`src/rtl/line_clear.sv`:
```
// Removes every completely filled row from a placed board, one row examined per clock,
// shifting the rows above down and keeping a saturating running count of cleared lines.
module line_clear #(
    parameter int BOARD_W = 10,
    parameter int BOARD_H = 20,
    parameter int CNT_W   = 5,
    parameter int TOT_W   = 16
) (
    input  logic                       main_clk,
    input  logic                       rst_1plus,
    input  logic                       start,
    input  logic [BOARD_W*BOARD_H-1:0] board_in,
    output logic                       busy,
    output logic                       done,
    output logic [BOARD_W*BOARD_H-1:0] board_out,
    output logic [CNT_W-1:0]           lines_cleared,
    output logic [TOT_W-1:0]           total_lines
);

    localparam int unsigned BW = BOARD_W * BOARD_H;
    localparam int unsigned H  = BOARD_H;
    localparam int unsigned W  = BOARD_W;
    localparam int          RW = (BOARD_H > 1) ? $clog2(BOARD_H) : 1;

    localparam logic [1:0] IDLE = 2'd0;
    localparam logic [1:0] SCAN = 2'd1;
    localparam logic [1:0] DONE = 2'd2;

    logic [1:0]       state;
    logic [BW-1:0]    work;
    logic [BW-1:0]    shifted;
    logic [RW-1:0]    r;
    logic [CNT_W-1:0] n;
    logic             row_full;
    logic             last_row;
    logic [TOT_W:0]   tot_sum;
    int unsigned      r_idx;

    // Rows below r are kept, rows above r drop by one, the top row becomes empty.
    always_comb begin
        r_idx    = 32'(r);
        row_full = 1'b0;
        shifted  = '0;
        for (int unsigned k = 0; k < H; k++) begin
            if (k == r_idx) begin
                row_full = &work[k*W +: W];
            end
            if (k < r_idx) begin
                shifted[k*W +: W] = work[k*W +: W];
            end else if (k < H - 1) begin
                shifted[k*W +: W] = work[(k+1)*W +: W];
            end
        end
    end

    always_comb begin
        last_row = (r == RW'(BOARD_H - 1));
        tot_sum  = {1'b0, total_lines} + (TOT_W+1)'(n);
        busy     = (state == SCAN) || (state == DONE);
        done     = (state == DONE);
    end

    always_ff @(posedge main_clk or posedge rst_1plus) begin
        if (rst_1plus) begin
            state         <= IDLE;
            work          <= '0;
            r             <= '0;
            n             <= '0;
            board_out     <= '0;
            lines_cleared <= '0;
            total_lines   <= '0;
        end else begin
            case (state)
                IDLE: begin
                    if (start) begin
                        work  <= board_in;
                        r     <= '0;
                        n     <= '0;
                        state <= SCAN;
                    end
                end
                SCAN: begin
                    if (row_full) begin
                        // r stays put so the row that just dropped into place is tested next
                        work <= shifted;
                        n    <= n + 1'b1;
                    end else if (!last_row) begin
                        r <= r + 1'b1;
                    end else begin
                        state         <= DONE;
                        board_out     <= work;
                        lines_cleared <= n;
                        total_lines   <= tot_sum[TOT_W] ? '1 : tot_sum[TOT_W-1:0];
                    end
                end
                DONE: begin
                    state <= IDLE;
                end
                default: begin
                    state <= IDLE;
                end
            endcase
        end
    end

endmodule
```
`config.mk`:
```
export PLATFORM = sky130hd
export DESIGN_NAME = line_clear
export DESIGN_NICKNAME = d
export VERILOG_FILES = /design/src/rtl/line_clear.sv
export SDC_FILE = /design/constraint.sdc
export NUM_CORES = 1
export LEC_CHECK = 0
export CAP_MARGIN = 20
export CORE_MARGIN = 4
export CORE_UTILIZATION = 40
export DETAILED_ROUTE_END_ITERATION = 10
export PLACE_DENSITY = 0.62
export REMOVE_ABC_BUFFERS = 1
export SLEW_MARGIN = 5
export SYNTH_ARGS = -nofsm -noshare
export SYNTH_HDL_FRONTEND = slang
export SYNTH_SLANG_ARGS = --single-unit
export TNS_END_PERCENT = 10
```
`constraint.sdc`:
```
create_clock -name main_clk -period 39.1 [get_ports main_clk]
set_clock_uncertainty 0.2 [all_clocks]
set_input_delay 7.82 -clock main_clk [delete_from_list [all_inputs] [get_ports main_clk]]
set_output_delay 7.82 -clock main_clk [all_outputs]
set_load 0.005 [all_outputs]
```
==> results by group, run 1 <==
Route
  – Routed WL: 64.3 mm
  – Via density: 5.53
  – Total number of vias: between 10,000 and 15,000
  – Initial DRT Pass Iterations: 5
  – Routed Antenna Nets: 0
  – DRC: 0
  – 1st-iter DRT viols: 992
  – Wire per inst: 24.1 um

Timing
  – Final Cycle Share: ~28%
  – # setup viols final: 0
  – Peak Freq: between 90 and 100 MHz
  – Worst-margin pin slew: around 1.1 ns
  – Minimum clock period: about 11 ns
  – Fin. Hold Viols: 0
  – Slew margin rel.: between 20% and 30%
  – RSZ-0062 raised after global routing: no
  – Max-slew violations: 0
  – Setup_tns: 0 ns

Die
  – Area of the die: approximately 0.052 mm2
  – Initial core utilization: just over 40%
  – Die H: roughly 230 um
  – Core Region: 0.0480 mm2
  – Chip width: about 230 um
  – IO Count: ~430
  – Number of placement rows: 80

Synthesis
  – Top_reg_cell synth: dfrtp_1
  – Async set-reset flop share out of synthesis: between 90% and 100%
  – Sequential area share after synthesis: between 50% and 60%
  – Distinct cells, synth: a little under 70
  – Post-synth EDFFs: 0
  – Yosys top cell area share: 55.5%
  – Register bit count reported by yosys: 433
  – Synth area leader: dfrtp_1
  – Mapped Avg Cell Area: around 12 um2
  – Largest cells by area after synthesis: dfrtp_1 55%, mux2_2 17%, mux2i_1 4.7%
  – Cells after synthesis: 1,614
  – Mapped Area: slightly below 0.02 mm2
  – Synth warn: 0

Placement
  – Port Buf Inserts: between 400 and 500
  – HPWL Detailed: 46.8 mm
  – Placer congestion estimate: roughly 0.84

Layout
  – Nets@finish: ~2,200
  – Most frequent cells in the layout: 433 x dfrtp_1, 425 x clkdlybuf4s50_1, 288 x mux2_2, 120 x a21oi_1, 109 x nor2_1
  – Commonest non-fill, non-tap cell in the layout: dfrtp_1
  – Share of layout cells above drive strength 1: 21.1%
  – P&R area growth vs syn: 33.2%
  – Final Util: between 50% and 60%

Worst setup path
  – Kind of cell adding the most delay to the critical path: compound AO/OA/AOI/OAI gates
  – CP Class: primary input to flip-flop
  – Max incr delay on CP: between 0.9 and 1 ns
  – Reg2reg path depth: 10
  – Worst Path Buf+Inv: 1
  – Crit end category: flip-flop
  – Critical-path cell list: clkdlybuf4s50_1 -> nand2_1 -> o21a_2 -> a21oi_4 -> a21boi_1 -> mux2_2
  – Worst EP arrival: between 10 and 15 ns
  – Critical Path Start Type: primary input
  – Slowest cell on crit path: clkdlybuf4s50_1
  – Flop2flop setup slack: 33.67 ns
  – Worst path required time: roughly 39 ns
  – CP Depth: 6
  – CP max FO: 24

Clocking
  – Resized Gates After CTS: 0
  – Post-cts hold buffer count: 0
  – Worst-case clock buffer depth: 3
  – CTS HTree Levels: 2
  – Clock transition at path regs: 0.06 ns
  – Clock sinks: between 400 and 500
  – Postcts setup bufs: 0
  – CTS buffer count: 48
  – Skew-Pair Late Insertion Delay: between 0.5 and 0.6 ns
  – Root buffer cell: clkbuf_16
  – TritonCTS clock tree: built

Hold path
  – Hold Path Depth: 1
  – Worst hold path type: flip-flop to flip-flop

Global routing
  – GRT Total Usage: a little under a quarter
  – Total gr overflow: 0
  – Pin count of the biggest net entering global routing: ~150
  – Vias in the first global route: 15,300
  – First-pass GRT wire length: 97.5 mm
  – Antenna violations before repair: 13

Job
  – Max_cap viols: 0

Status
  – Status: finished clean

Power and ir drop
  – Max VDD drop: 0.0000414 V
  – PwrDens: 87.1 mW/mm2
  – Leakage: between 10 and 15 nW
==> sequential cells by signal, summed over array words and instances, names as in the netlist <==
signal and flops:
board_out 200, work 200, total_lines 16, lines_cleared 5, n 5, r 5, state 2
==> cells in the mapped netlist (13+ instances only) <==
cell type,number
dfrtp_1,433
buf_2,34
clkbuf_1,56
nand4_1,44
inv_1,46
nand3_1,38
o221a_2,20
a21o_1,14
nor3_1,13
or3_1,15
mux2_2,288
o22ai_1,30
nand2_1,54
a2bb2oi_1,20
nor2_1,109
o21ai_0,46
a21oi_1,122
mux2i_1,92
==> logic make-up after synthesis <==
| group | Yosys count | share of synthesized area, % |
|---|---|---|
| AOI/OAI and AO/OA | 312 | 10.5 |
| xor gates and xnor gates | 9 | 0.404 |
| adders and majority gates | 13 | 0.871 |
| buffers and inverters | 146 | 3.18 |
| DFF | 433 | 55.5 |
| muxes | 383 | 21.5 |
| and+or+nand+nor | 318 | 8.05 |
==> layer usage <==
layer,track usage [%],routed length [um],part of all wire [%]
met5,0,57,0.089
met1,32.1,28000,44
met2,39.4,31300,49
met3,4.87,3390,5.3
met4,7.47,1570,2.4
==> through the flow <==
| stage | worst slack (ns) | std cells | area [um2] | power, W | hold slack (ns) |
|---|---|---|---|---|---|
| 2_1_floorplan | 19.02 | 1514 | 19100 | 0.00136 | 0.297 |
| 3_3_place_gp | 27.44 | 2572 | 24300 | 0.00178 | 0.291 |
| 3_5_place_dp | 27.38 | 2573 | 24300 | 0.00181 | 0.294 |
| 4_1_cts | 27.97 | 2658 | 25900 | 0.00227 | 0.307 |
| 5_1_grt | 28.14 | 2669 | 26000 | 0.00240 | 0.317 |
| 6_report | 28.30 | 2670 | 26000 | 0.00227 | 0.303 |
==> power by group <==
part / switching, W / internal (W)
combinational: 0.000446 / 0.000496
sequential: 0.000213 / 0.000653
clock: 0.000184 / 0.000276
==> path summary, 6_finish.rpt <==
path                                            start                      endpoint
setup reg to reg                     r[0]$_DFFE_PP0P_         work[120]$_DFFE_PP0P_
hold reg to reg            board_out[109]$_DFFE_PP0P_    board_out[109]$_DFFE_PP0P_
max in group asynchronous                   rst_1plus  lines_cleared[4]$_DFFE_PP0P_
min in group asynchronous                   rst_1plus    board_out[190]$_DFFE_PP0P_
setup / recovery                                start         work[120]$_DFFE_PP0P_
hold / removal             board_out[109]$_DFFE_PP0P_    board_out[109]$_DFFE_PP0P_
==> cell type report <==
class / count / area, um2
fillers: 4177 / 22000
clock inverters: 10 / 138
repair buffers: 449 / 4490
flip-flops and latches: 433 / 10800
well taps: 615 / 769
diodes: 7 / 17.5
multi-input cells: 1035 / 8130
clock buffers: 75 / 1460
inverters: 46 / 180
No activity file was read; power rests on OpenSTA's default activity.
==> run 2: changes to the inputs <==
==> constraint.sdc (replaced) <==
create_clock -name main_clk -period 10.4 [get_ports main_clk]
set_clock_uncertainty 0.2 [all_clocks]
set_input_delay 2.08 -clock main_clk [delete_from_list [all_inputs] [get_ports main_clk]]
set_output_delay 2.08 -clock main_clk [all_outputs]
set_load 0.005 [all_outputs]
==> run 2 against run 1 <==
Net effect: register-to-register slack worse by 28 ns; setup slack worse by 23 ns; count of clock-buffer cells in the layout is 12 lower; routed wire length is 0.17% higher; non-clock buffer count is 2 lower; critical endpoint is now work[126]$_DFFE_PP0P_.
==> results by group, run 2 (synthesis gave the netlist of run 1 again) <==
Status
  – Status: finished clean

Power and ir drop
  – Final Total Pwr: roughly 0.0086 W
  – PwrDens: between 300 and 400 mW/mm2
  – Max VDD drop: about 0.00014 V
  – Leakage: approximately 11 nW

Worst setup path
  – Worst path required time: approximately 11 ns
  – Crit. Startpoint: r[1]$_DFFE_PP0P_
  – Reg2reg path depth: 11
  – FF-to-FF Start: r[1]$_DFFE_PP0P_
  – Critical path endpoint: work[126]$_DFFE_PP0P_
  – Critical Path Start Type: flip-flop
  – Worst EP arrival: 5.46 ns
  – Flop2flop setup slack: between 5 and 6 ns
  – CP Class: flip-flop to flip-flop
  – Crit end category: flip-flop
  – CP max FO: 21
  – Reg2Reg Capture Point: work[126]$_DFFE_PP0P_

Timing
  – Peak Freq: 192 MHz
  – Final Cycle Share: 50.1%
  – Fin. Hold Viols: 0
  – Slew margin rel.: a little under a quarter
  – Hold WS: 0.306 ns
  – Worst-margin pin slew: around 1.2 ns
  – RSZ-0062 raised after global routing: no
  – # setup viols final: 0
  – Max-slew violations: 0
  – Minimum clock period: 5.21 ns
  – Final WS setup: a little over 5 ns

Die
  – Chip width: approximately 230 um
  – IO Count: around 430
  – Initial core utilization: approximately two fifths
  – Core Region: 0.0480 mm2
  – Die H: between 200 and 250 um
  – Area of the die: ~0.052 mm2
  – Number of placement rows: 80

Clocking
  – CTS buffer count: 47
  – Worst-case clock buffer depth: 3
  – Postcts setup bufs: 0
  – TritonCTS clock tree: built
  – Post-cts hold buffer count: 0
  – Root buffer cell: clkbuf_16
  – Clock sinks: 433
  – Skew-Pair Late Insertion Delay: between 0.5 and 0.6 ns
  – CTS HTree Levels: 2
  – Clock transition at path regs: approximately 0.06 ns
  – Resized Gates After CTS: 0

Route
  – Wire per inst: approximately 24 um
  – 1st-iter DRT viols: 1,120
  – Total number of vias: between 10,000 and 15,000
  – Initial DRT Pass Iterations: 5
  – Routed WL: ~64 mm
  – Routed Antenna Nets: 0
  – DRC: 0
  – Via density: about 5.5

Layout
  – Biggest regs: board_out: 200 flops, work: 200 flops, total_lines: 16 flops
  – Most frequent cells in the layout: 433 x dfrtp_1, 425 x clkdlybuf4s50_1, 288 x mux2_2, 120 x a21oi_1, 109 x nor2_1
  – Final Cell Area: about 0.026 mm2
  – Share of layout cells above drive strength 1: a little over a fifth
  – P&R area growth vs syn: 33.6%
  – Nets@finish: 2,226
  – Commonest non-fill, non-tap cell in the layout: dfrtp_1

Placement
  – Placed cell area: around 0.024 mm2
  – Port Buf Inserts: 425
  – HPWL Detailed: between 40 and 50 mm
  – Setup WS pre-CTS: 4.43 ns
  – Placer congestion estimate: 0.878

Global routing
  – Pin count of the biggest net entering global routing: between 150 and 200
  – GRT Total Usage: a little under a quarter
  – First-pass GRT wire length: 97.3 mm
  – Antenna violations before repair: 12
  – Vias in the first global route: roughly 15,000
  – Total gr overflow: 0

Job
  – Max_cap viols: 0

Hold path
  – Worst hold path type: flip-flop to flip-flop
## run 2: critical path: stages (launching register included)
cell       delay (ns)
dfrtp_1          0.59
inv_1            0.20
ha_1             0.60
nand4_1          0.18
o311ai_0         0.41
o2111ai_1        0.28
o211a_1          0.26
o221a_1          0.28
buf_4            0.25
a21oi_4          0.56
a21boi_1         0.86
mux2_2           0.41
## run 2: worst min-delay path by stage
stage                                       startpoint                      endpoint  slack (ns)  cells after the start
after floorplan                  work[122]$_DFFE_PP0P_         work[122]$_DFFE_PP0P_        0.30                      1
after global placement    lines_cleared[3]$_DFFE_PP0P_  lines_cleared[3]$_DFFE_PP0P_        0.29                      1
after detailed placement    board_out[185]$_DFFE_PP0P_    board_out[185]$_DFFE_PP0P_        0.29                      1
after CTS                   board_out[185]$_DFFE_PP0P_    board_out[185]$_DFFE_PP0P_        0.31                      1
after global routing        board_out[185]$_DFFE_PP0P_    board_out[185]$_DFFE_PP0P_        0.31                      1
final                       board_out[100]$_DFFE_PP0P_    board_out[100]$_DFFE_PP0P_        0.31                      1
## run 2: cell type report
type,count,area (um2)
Timing Repair Buffer,447,4490
Clock inverter,21,317
Sequential cell,433,10800
Inverter,46,180
Antenna cell,8,20.0
Multi-Input combinational cell,1035,8130
Fill cell,4158,22000
Tap cell,615,769
Clock buffer,63,1360
## run 2: per-layer routing
| metal | GRT usage [%] | up-vias | share of wire (%) |
|---|---|---|---|
| met5 | 0 | - | 0.085 |
| met4 | 7.87 | 8 | 2.7 |
| li1 | - | 6694 | - |
| met1 | 32.4 | 7483 | 44 |
| met2 | 38.7 | 449 | 48 |
| met3 | 5.03 | 103 | 5.8 |
## run 2: metrics by stage
step	util (%)	std cells	setup TNS (ns)
after floorplan	-	1514	-3237.45
after global placement	50.6	2570	0
after detailed placement	50.6	2571	0
after CTS	54.1	2655	0
after global routing	54.3	2666	0
final	54.3	2668	0
## run 2: report_power, final
| part | leakage [nW] | switching [W] | internal [W] |
|---|---|---|---|
| logic | 5.05 | 0.00168 | 0.00186 |
| registers | 5.44 | 0.000800 | 0.00245 |
| clock network | 0.821 | 0.000703 | 0.00111 |
==> run 3: changes to the inputs <==
--- a/config.mk
+++ b/config.mk
@@ -9,7 +9,7 @@
 export CORE_MARGIN = 4
 export CORE_UTILIZATION = 40
 export DETAILED_ROUTE_END_ITERATION = 10
-export PLACE_DENSITY = 0.62
+export PLACE_DENSITY = 0.64
 export REMOVE_ABC_BUFFERS = 1
 export SLEW_MARGIN = 5
 export SYNTH_ARGS = -nofsm -noshare
==> constraint.sdc (replaced) <==
create_clock -name main_clk -period 4.55 [get_ports main_clk]
set_clock_uncertainty 0.2 [all_clocks]
set_input_delay 0.91 -clock main_clk [delete_from_list [all_inputs] [get_ports main_clk]]
set_output_delay 0.91 -clock main_clk [all_outputs]
set_load 0.005 [all_outputs]
==> run 3 against run 2 <==
Net effect: power increased by 130%; die area is the same; register-to-register slack worse by 4.9 ns; routed wire length rose by 3.7%; global-route usage is 0.73 points higher; largest cell class unchanged.
==> results by group, run 3 (synthesis gave the netlist of run 1 again) <==
Global routing
  – Total gr overflow: 0
  – GRT Total Usage: approximately a quarter
  – Pin count of the biggest net entering global routing: roughly 140
  – Antenna violations before repair: 15
  – First-pass GRT wire length: 100 mm
  – Vias in the first global route: 15,700

Route
  – Total number of vias: 15,100
  – Routed WL: ~67 mm
  – Via density: roughly 5.6
  – 1st-iter DRT viols: roughly 1,300
  – Wire per inst: 24.8 um
  – Initial DRT Pass Iterations: 5
  – Routed Antenna Nets: 0
  – DRC: 0

Worst setup path
  – Flop2flop setup slack: just over 0.3 ns
  – Worst EP arrival: 4.51 ns
  – Critical Path Start Type: flip-flop
  – Slowest cell on crit path: a21oi_4
  – Worst path required time: just under 5 ns
  – Crit end category: flip-flop
  – Max incr delay on CP: approximately 0.57 ns
  – Kind of cell adding the most delay to the critical path: compound AO/OA/AOI/OAI gates
  – Reg2Reg Capture Point: work[126]$_DFFE_PP0P_
  – CP max FO: 16
  – Critical-path cell list: inv_1 -> ha_1 -> nand4_1 -> o311ai_0 -> o2111ai_1 -> o211a_1 -> o221a_1 -> a21oi_4 -> a21boi_1 -> buf_4 -> mux2_2
  – Worst Path Buf+Inv: 2
  – Reg2reg path depth: 11
  – CP Class: flip-flop to flip-flop
  – FF-to-FF Start: r[1]$_DFFE_PP0P_

Layout
  – P&R area growth vs syn: 35.3%
  – Fill count: slightly above 4,000
  – Sequential cell area: around 0.011 mm2
  – Commonest non-fill, non-tap cell in the layout: dfrtp_1
  – Biggest regs: board_out: 200 flops, work: 200 flops, total_lines: 16 flops
  – Finished Layout Cells: approximately 2,700
  – Nets@finish: between 2,000 and 2,500
  – Multi-input combinational cell area: 0.00813 mm2
  – Share of layout cells above drive strength 1: ~22%
  – Most frequent cells in the layout: 433 x dfrtp_1, 425 x clkdlybuf4s50_1, 288 x mux2_2, 120 x a21oi_1, 109 x nor2_1

Timing
  – Max-slew violations: 0
  – Minimum clock period: between 4 and 5 ns
  – Worst-margin pin slew: around 1.0 ns
  – Setup_tns: 0 ns
  – Peak Freq: roughly 240 MHz
  – Fin. Hold Viols: 0
  – Slew margin rel.: between 30% and 40%
  – RSZ-0062 raised after global routing: no
  – Final Cycle Share: a little over 90%
  – # setup viols final: 0

Power and ir drop
  – Max VDD drop: 0.000361 V
  – PwrDens: 754 mW/mm2
  – Seq pwr share: 37.5%
  – Internal cell power: ~0.013 W
  – Sw Ratio: approximately 37%
  – Leakage: 11.5 nW
  – Psw: 0.00739 W
  – Comb pwr share: 41.3%
  – Clk pwr share: between 20% and 30%

Die
  – IO Count: between 400 and 500
  – Core Region: between 0.04 and 0.05 mm2
  – Area of the die: approximately 0.052 mm2
  – Number of placement rows: 80
  – Chip width: between 200 and 250 um
  – Die H: roughly 230 um
  – Initial core utilization: 40.6%

Placement
  – Placed instance count: between 2,000 and 3,000
  – Port Buf Inserts: 425
  – Placer congestion estimate: approximately 0.88
  – HPWL Detailed: about 50 mm

Hold path
  – Min-Delay Endpoint: board_out[20]$_DFFE_PP0P_
  – Worst hold path type: flip-flop to flip-flop
  – Hold Crit Start: board_out[20]$_DFFE_PP0P_
  – Hold Path Depth: 1

Clocking
  – Clock sinks: roughly 430
  – Worst-case clock buffer depth: 3
  – TritonCTS clock tree: built
  – Post-cts hold buffer count: 0
  – Clock transition at path regs: approximately 0.06 ns
  – Skew-Pair Late Insertion Delay: 0.59 ns
  – Root buffer cell: clkbuf_16
  – CTS buffer count: 47
  – CTS HTree Levels: 2

Job
  – Max_cap viols: 0

Status
  – Status: finished clean
[run 3: layout make-up]
cell class	count	area share (%)
Clock buffer	71	5.41
Antenna cell	11	0.104
Multi-Input combinational cell	1035	30.8
Inverter	46	0.682
Tap cell	615	2.91
Clock inverter	16	1.14
Timing Repair Buffer	470	18.0
Sequential cell	433	41.0
[run 3: worst max path at each step]
stage	to	depth (start not counted)	slack [ns]	startpoint
after global placement	work[41]$_DFFE_PP0P_	10	0.50	r[1]$_DFFE_PP0P_
after CTS	work[45]$_DFFE_PP0P_	10	0.22	r[1]$_DFFE_PP0P_
after floorplan	board_out[0]$_DFFE_PP0P_	5	-13.10	state[1]$_DFFE_PP0P_
after global routing	work[128]$_DFFE_PP0P_	11	0.08	r[1]$_DFFE_PP0P_
after detailed placement	work[47]$_DFFE_PP0P_	10	0.28	r[1]$_DFFE_PP0P_
final	work[126]$_DFFE_PP0P_	11	0.31	r[1]$_DFFE_PP0P_
[run 3: routing by layer]
layer / share of wire [%] / track usage (%)
met1: 42 / 33.2
met2: 48 / 39.5
met3: 7.1 / 6.21
met4: 2.9 / 7.97
met5: 0.081 / 0
[run 3: what timing repair did]
item / in CTS / in global routing
resized for setup: 0 / 1
setup buffers: 0 / 0
endpoints found under the setup margin: 0 / 2
[run 3: power by group through the flow]
stage	Clock (W)	Sequential (W)	Combinational, W
CTS	0.00431	0.00743	0.00827
global route	0.00447	0.00765	0.00891
finish	0.00424	0.00747	0.00822
floorplan	0	0.00679	0.00492
global placement	0	0.00744	0.00803
detailed placement	0	0.00747	0.00820
[run 3: through the flow]
step	worst slack, ns	hold slack, ns	utilization (%)	total power [W]	cell area, um2
3_5_place_dp	0.278	0.295	51.3	0.0157	24700
4_1_cts	0.222	0.309	54.9	0.0200	26400
2_1_floorplan	-13.10	0.297	-	0.0117	19100
6_report	0.307	0.303	55.0	0.0199	26400
3_3_place_gp	0.503	0.290	51.3	0.0155	24700
5_1_grt	0.0754	0.316	55.0	0.0210	26400
==> RTL change 1, RTL diff (flow settings as in run 2) <==
Change the parameter `CNT_W` from 5 to 7.
--- a/src/rtl/line_clear.sv
+++ b/src/rtl/line_clear.sv
@@ -5,3 +5,3 @@
     parameter int BOARD_H = 20,
-    parameter int CNT_W   = 5,
+    parameter int CNT_W   = 7,
     parameter int TOT_W   = 16
Interface: changed (resized lines_cleared); port bits go from 426 to 428. The function was not compared with the original's and may differ.
==> RTL change 1 against run 2 <==
  * Worst setup slack worse by 0.0032 ns
  * Sequential cell count grew 4
  * Critical endpoint is now board_out[145]
  * Cell area up 3.4%
  * Synthesized cell count grew 22%
  * Critical path depth is 1 lower
  * Final cell count grew 15%
  * Wire length up 5.6%
  * Total power is 22% lower
  * Clock power shrank 3%
  * Area after synthesis up 4.7%
  * Highest routed layer unchanged
==> RTL change 1: results (changes against run 2) <==
[clock_network]
root_buffer=clkbuf_16  ; unchanged
postCtsSetupRepairBufs=0  ; unchanged
clockBufferDepth=3  ; unchanged
cts_resized=0  ; unchanged
cts.clk_slew.worst_paths_ns=0.06  ; about the same
numCtsBuffers=49  ; was 47
h-tree-depth=2  ; unchanged
clkLatencyLatePin_ns=0.58  ; about the same

[final_layout]
fin_nets=2575  ; was 2226
stdcell_count=3070  ; was 2668
drive_gt1_frac=0.167  ; was 0.213
top_regs=board_out x200, work x200, total_lines x16  ; unchanged

[synth]
synth.yosys.seq_area_share=0.535  ; was 0.555
ys_types=73  ; was 69
syn_avg_cell_area_sq_um=10.4  ; was 12.1 sq um
synthTopCellsByArea=dfrtp_1 (53%), mux2_2 (13%), nand2_1 (13%), mux2_4 (2.9%), nand4_1 (1.5%)  ; was dfrtp_1 (55%), mux2_2 (17%), mux2i_1 (4.7%), a21oi_1 (3.1%), nor2_1 (2.1%)
synthArstFlopShare=1.00  ; unchanged
synthTopCellsByCount=nand2_1 (692), dfrtp_1 (437), mux2_2 (236), clkbuf_1 (68), nand4_1 (48)  ; was dfrtp_1 (433), mux2_2 (288), a21oi_1 (122), nor2_1 (109), mux2i_1 (92)
yosysWarnings=0  ; unchanged

[place]
place_congestion=0.912  ; was 0.878
io_buffers=427  ; was 425
hpwl_um=48400  ; was 46300 um
numPlacedInstances=2977  ; was 2571

[drt]
drt-pass1-iter-count=5  ; unchanged
first_iter_violations=1364  ; was 1120
final_antenna_net_count=0  ; unchanged
drt-total-wl_um=68000  ; was 64400 um
vias_per_cell=5.32  ; was 5.52

[global_routing]
grt_pass1_vias=16494  ; was 15323
grt_pass1_wl_um=102000  ; was 97300 um
antenna_found_initial=13  ; was 12
grtUsageTotal=0.242  ; was 0.240
grt_max_degree=166  ; was 173

[run_status]
status=complete, no violations  ; unchanged

[power_and_ir_drop]
p_leak_nw=12.2  ; was 11.3 nW
ir_drop_mv=0.165  ; was 0.141 mV

[critical_path]
regToRegSetupSlack_ns=5.19  ; about the same
critPathMaxFanout=92  ; was 21
cp.arrival_ns=5.51  ; was 5.46 ns

[sta]
max_freq_ghz=0.192  ; about the same
worst_pin_slew_ns=1.13  ; was 1.16 ns

[hold_path]
hold_path_class=reg -> reg  ; unchanged

## RTL change 1: changes by cell type after synthesis, sizes merged, moves of 13 or more
cell / run 2 / this run
o221a: 21 / 0
mux2i: 92 / 11
inv: 46 / 17
nor3: 13 / 26
nor2: 109 / 37
a21oi: 125 / 32
o21ai: 49 / 36
nand2: 54 / 692
## RTL change 1: cells by family (layout without fill, tap and decap cells)
group	Yosys count	after routing	synth area share
adders and majority gates	15	15	0.00955
other	0	9	0
xor gates and xnor gates	4	4	0.00171
buffers and inverters	123	544	0.0264
DFF	437	437	0.535
muxes	297	297	0.170
and+or+nand+nor	897	897	0.189
AOI/OAI and AO/OA	195	195	0.0685
## RTL change 1: worst paths after layout
path,startpoint,end,depth (start not counted)
worst max-delay path,r[1],board_out[145],10
worst min-delay path,board_out[146],board_out[146],2
worst max register to register,r[1],board_out[145],10
worst min register to register,board_out[146],board_out[146],2
max in group asynchronous,rst_1plus,work[45],4
min in group asynchronous,rst_1plus,total_lines[12],2
## RTL change 1: area by class of cell
cell class                 instances  area [sq um]
inverter                          17          71.3
timing repair buffer             444          4470
fill                            4403         23400
clock buffer                      72          1450
multi-input combinational       1408          9010
tap                              672           841
clock inverter                    11           166
sequential                       437         10900
antenna                            9          22.5
## RTL change 1: routing by layer
metal / GRT usage / share of wire
met3: 0.0374 / 0.055
met2: 0.388 / 0.48
met4: 0.0871 / 0.032
met1: 0.335 / 0.43
met5: 0 / 0.00069
## RTL change 1: power by group
group | leakage (nW) | internal [mW] | switching, mW
logic | 5.75 | 1.20 | 1.05
clock network | 0.801 | 1.06 | 0.701
registers | 5.68 | 2.13 | 0.606
total | 12.2 | 4.39 | 2.36
## RTL change 1: worst max-delay path, cell delays in order, from the launching register on
cell and delay, ns:
dfrtp_1 0.62, ha_1 0.59, nor4b_1 0.59, nor3_1 0.23, a22oi_1 0.26, a211oi_2 0.15, o311ai_4 0.45, and3_4 0.96
buf_4 0.75, nand2_1 0.14, nand2_1 0.09
## RTL change 1: stage by stage
step | hold slack, ns | total power, mW | instance area, sq um
2_1_floorplan | 0.260 | 4.31 | 20000
3_3_place_gp | 0.259 | 4.93 | 25300
3_5_place_dp | 0.261 | 4.99 | 25300
4_1_cts | 0.276 | 6.78 | 26900
5_1_grt | 0.296 | 7.08 | 27000
6_report | 0.272 | 6.75 | 27000
==> RTL change 2, RTL diff (settings of run 2) <==
Without the edit above. Add an input register stage for `start` and `board_in`, with the module's reset; this delays them by one clock.
--- a/src/rtl/line_clear.sv
+++ b/src/rtl/line_clear.sv
@@ -27,2 +27,15 @@
     localparam logic [1:0] DONE = 2'd2;
+
+    logic start_q;
+    logic [BOARD_W*BOARD_H-1:0] board_q;
+
+    always_ff @(posedge main_clk or posedge rst_1plus) begin
+        if (rst_1plus) begin
+            start_q <= '0;
+            board_q <= '0;
+        end else begin
+            start_q <= start;
+            board_q <= board_in;
+        end
+    end
 
@@ -74,4 +87,4 @@
                 IDLE: begin
-                    if (start) begin
-                        work  <= board_in;
+                    if (start_q) begin
+                        work  <= board_q;
                         r     <= '0;
Behaviour: not the same (Yosys sat finds a counterexample within 4 cycles, from zero or initial values and one cycle with rst_1plus high).
==> RTL change 2 against run 2 <==
  * Area after synthesis increased by 28%
  * Worst setup slack worse by 0.72 ns
  * Total power down 4.9%
  * Core utilization decreased by 2.3 points
  * Cell area increased by 23%
  * Sequential cell count increased by 201
  * Final cell count increased by 29%
  * Worst hold slack lost 0.032 ns
  * Wire length is 13% higher
  * Critical endpoint is now work[180]
==> RTL change 2: results (changes against run 2) <==
[run_status]
status=complete, no violations  ; unchanged

[final_layout]
fillers=5417  ; was 4158
diodes=10  ; was 8
drive_gt1_frac=0.131  ; was 0.213
multiInputGateArea_sq_um=8460  ; was 8130 sq um
stdcell_count=3436  ; was 2668
fin_nets=2764  ; was 2226
multi_input_cells=1371  ; was 1035
seq_share=0.494  ; was 0.415
n_clock_buffer=97  ; was 63
inverters_excl_clock=30  ; was 46
buf_share=0.138  ; was 0.172
top_regs=board_out x200, board_q x200, work x200  ; was board_out x200, work x200, total_lines x16

[synth]
synth.yosys.seq_area_share=0.635  ; was 0.555
yosysWarnings=0  ; unchanged
synthTopCellsByArea=dfrtp_1 (64%), nand2_1 (9.5%), mux2_2 (7.0%), mux2_1 (1.8%), a21oi_1 (1.4%)  ; was dfrtp_1 (55%), mux2_2 (17%), mux2i_1 (4.7%), a21oi_1 (3.1%), nor2_1 (2.1%)
synthTopCellsByCount=nand2_1 (635), dfrtp_1 (634), mux2_2 (156), a21oi_1 (71), nor2_1 (71)  ; was dfrtp_1 (433), mux2_2 (288), a21oi_1 (122), nor2_1 (109), mux2i_1 (92)
synth-adder-area-share=0.00681  ; was 0.00871
synth_compound_area_frac=0.0711  ; was 0.105
syn_avg_cell_area_sq_um=11.6  ; was 12.1 sq um
synth_xor_area_frac=0.00105  ; was 0.00404
synth.mux.area_fraction=0.108  ; was 0.215
ys_types=81  ; was 69

[power_and_ir_drop]
pg_comb_mw=2.33  ; was 3.55 mW
p_seq_frac=0.430  ; was 0.378
p_sw_frac=0.335  ; was 0.370
ir_drop_mv=0.118  ; was 0.141 mV
comb_power_share=0.284  ; was 0.411
p_leak_nw=14.5  ; was 11.3 nW

[global_routing]
grt.met3_usage=0.0410  ; was 0.0503
grt_use_met1=0.294  ; was 0.324
grtUsageTotal=0.218  ; was 0.240
grt_max_degree=189  ; was 173
grt_pass1_vias=18707  ; was 15323

[clock_network]
cts_resized=0  ; unchanged
h-tree-depth=3  ; was 2
clock-sinks=634  ; was 433
numCtsBuffers=68  ; was 47

[die]
row_count=91  ; was 80

[sta]
timing.slew.headroom=0.258  ; was 0.227

[place]
place_congestion=0.835  ; was 0.878
numPlacedInstances=3314  ; was 2571
place_area_sq_um=29900  ; was 24300 sq um
hpwl_um=52200  ; was 46300 um
dpl_worst_slack_ns=4.50  ; was 4.43 ns

[critical_path]
cp.arrival_ns=6.19  ; was 5.46 ns
critPathMaxFanout=40  ; was 21
cp_top_family=simple AND/OR/NAND/NOR gates  ; was compound AO/OA/AOI/OAI gates
cpMaxStageDelayCell=nor2b_1  ; was a21boi_1
cpPeakStageDelay_ns=0.78  ; was 0.86 ns

[drt]
wl_per_cell_um=21.3  ; was 24.1 um
vias=17728  ; was 14737
m1WireLength_um=31300  ; was 28000 um
met2_length_um=35100  ; was 30900 um
first_iter_violations=1387  ; was 1120

-- RTL change 2: cell count changes after synthesis, sizes merged, moves of 11 or more --
cell and delta:
nand2 +581, dfrtp +201, mux2 -85, mux2i -57, a21oi -54, nor2 -37
buf +16, inv -16, a21o -11
-- RTL change 2: worst register-to-register path, stage by stage (launching register included) --
cell,delay [ns]
dfrtp_1,0.55
inv_1,0.16
ha_1,0.52
nand4b_1,0.31
nor3_1,0.36
o21ai_0,0.18
a211oi_1,0.75
a2111oi_4,0.18
nor2_4,0.76
buf_4,0.62
nor2b_1,0.81
mux2_1,0.39
-- RTL change 2: path summary, 6_finish.rpt --
path / endpoint / slack, ns / depth (start not counted) / startpoint
setup / recovery: work[180] / 4.47 / 11 / r[0]
max in group asynchronous: work[64] / 6.58 / 3 / rst_1plus
setup reg to reg: work[180] / 4.47 / 11 / r[0]
hold / removal: board_out[118] / 0.27 / 2 / board_out[118]
min in group asynchronous: board_q[142] / 1.83 / 2 / rst_1plus
hold reg to reg: board_out[118] / 0.27 / 2 / board_out[118]
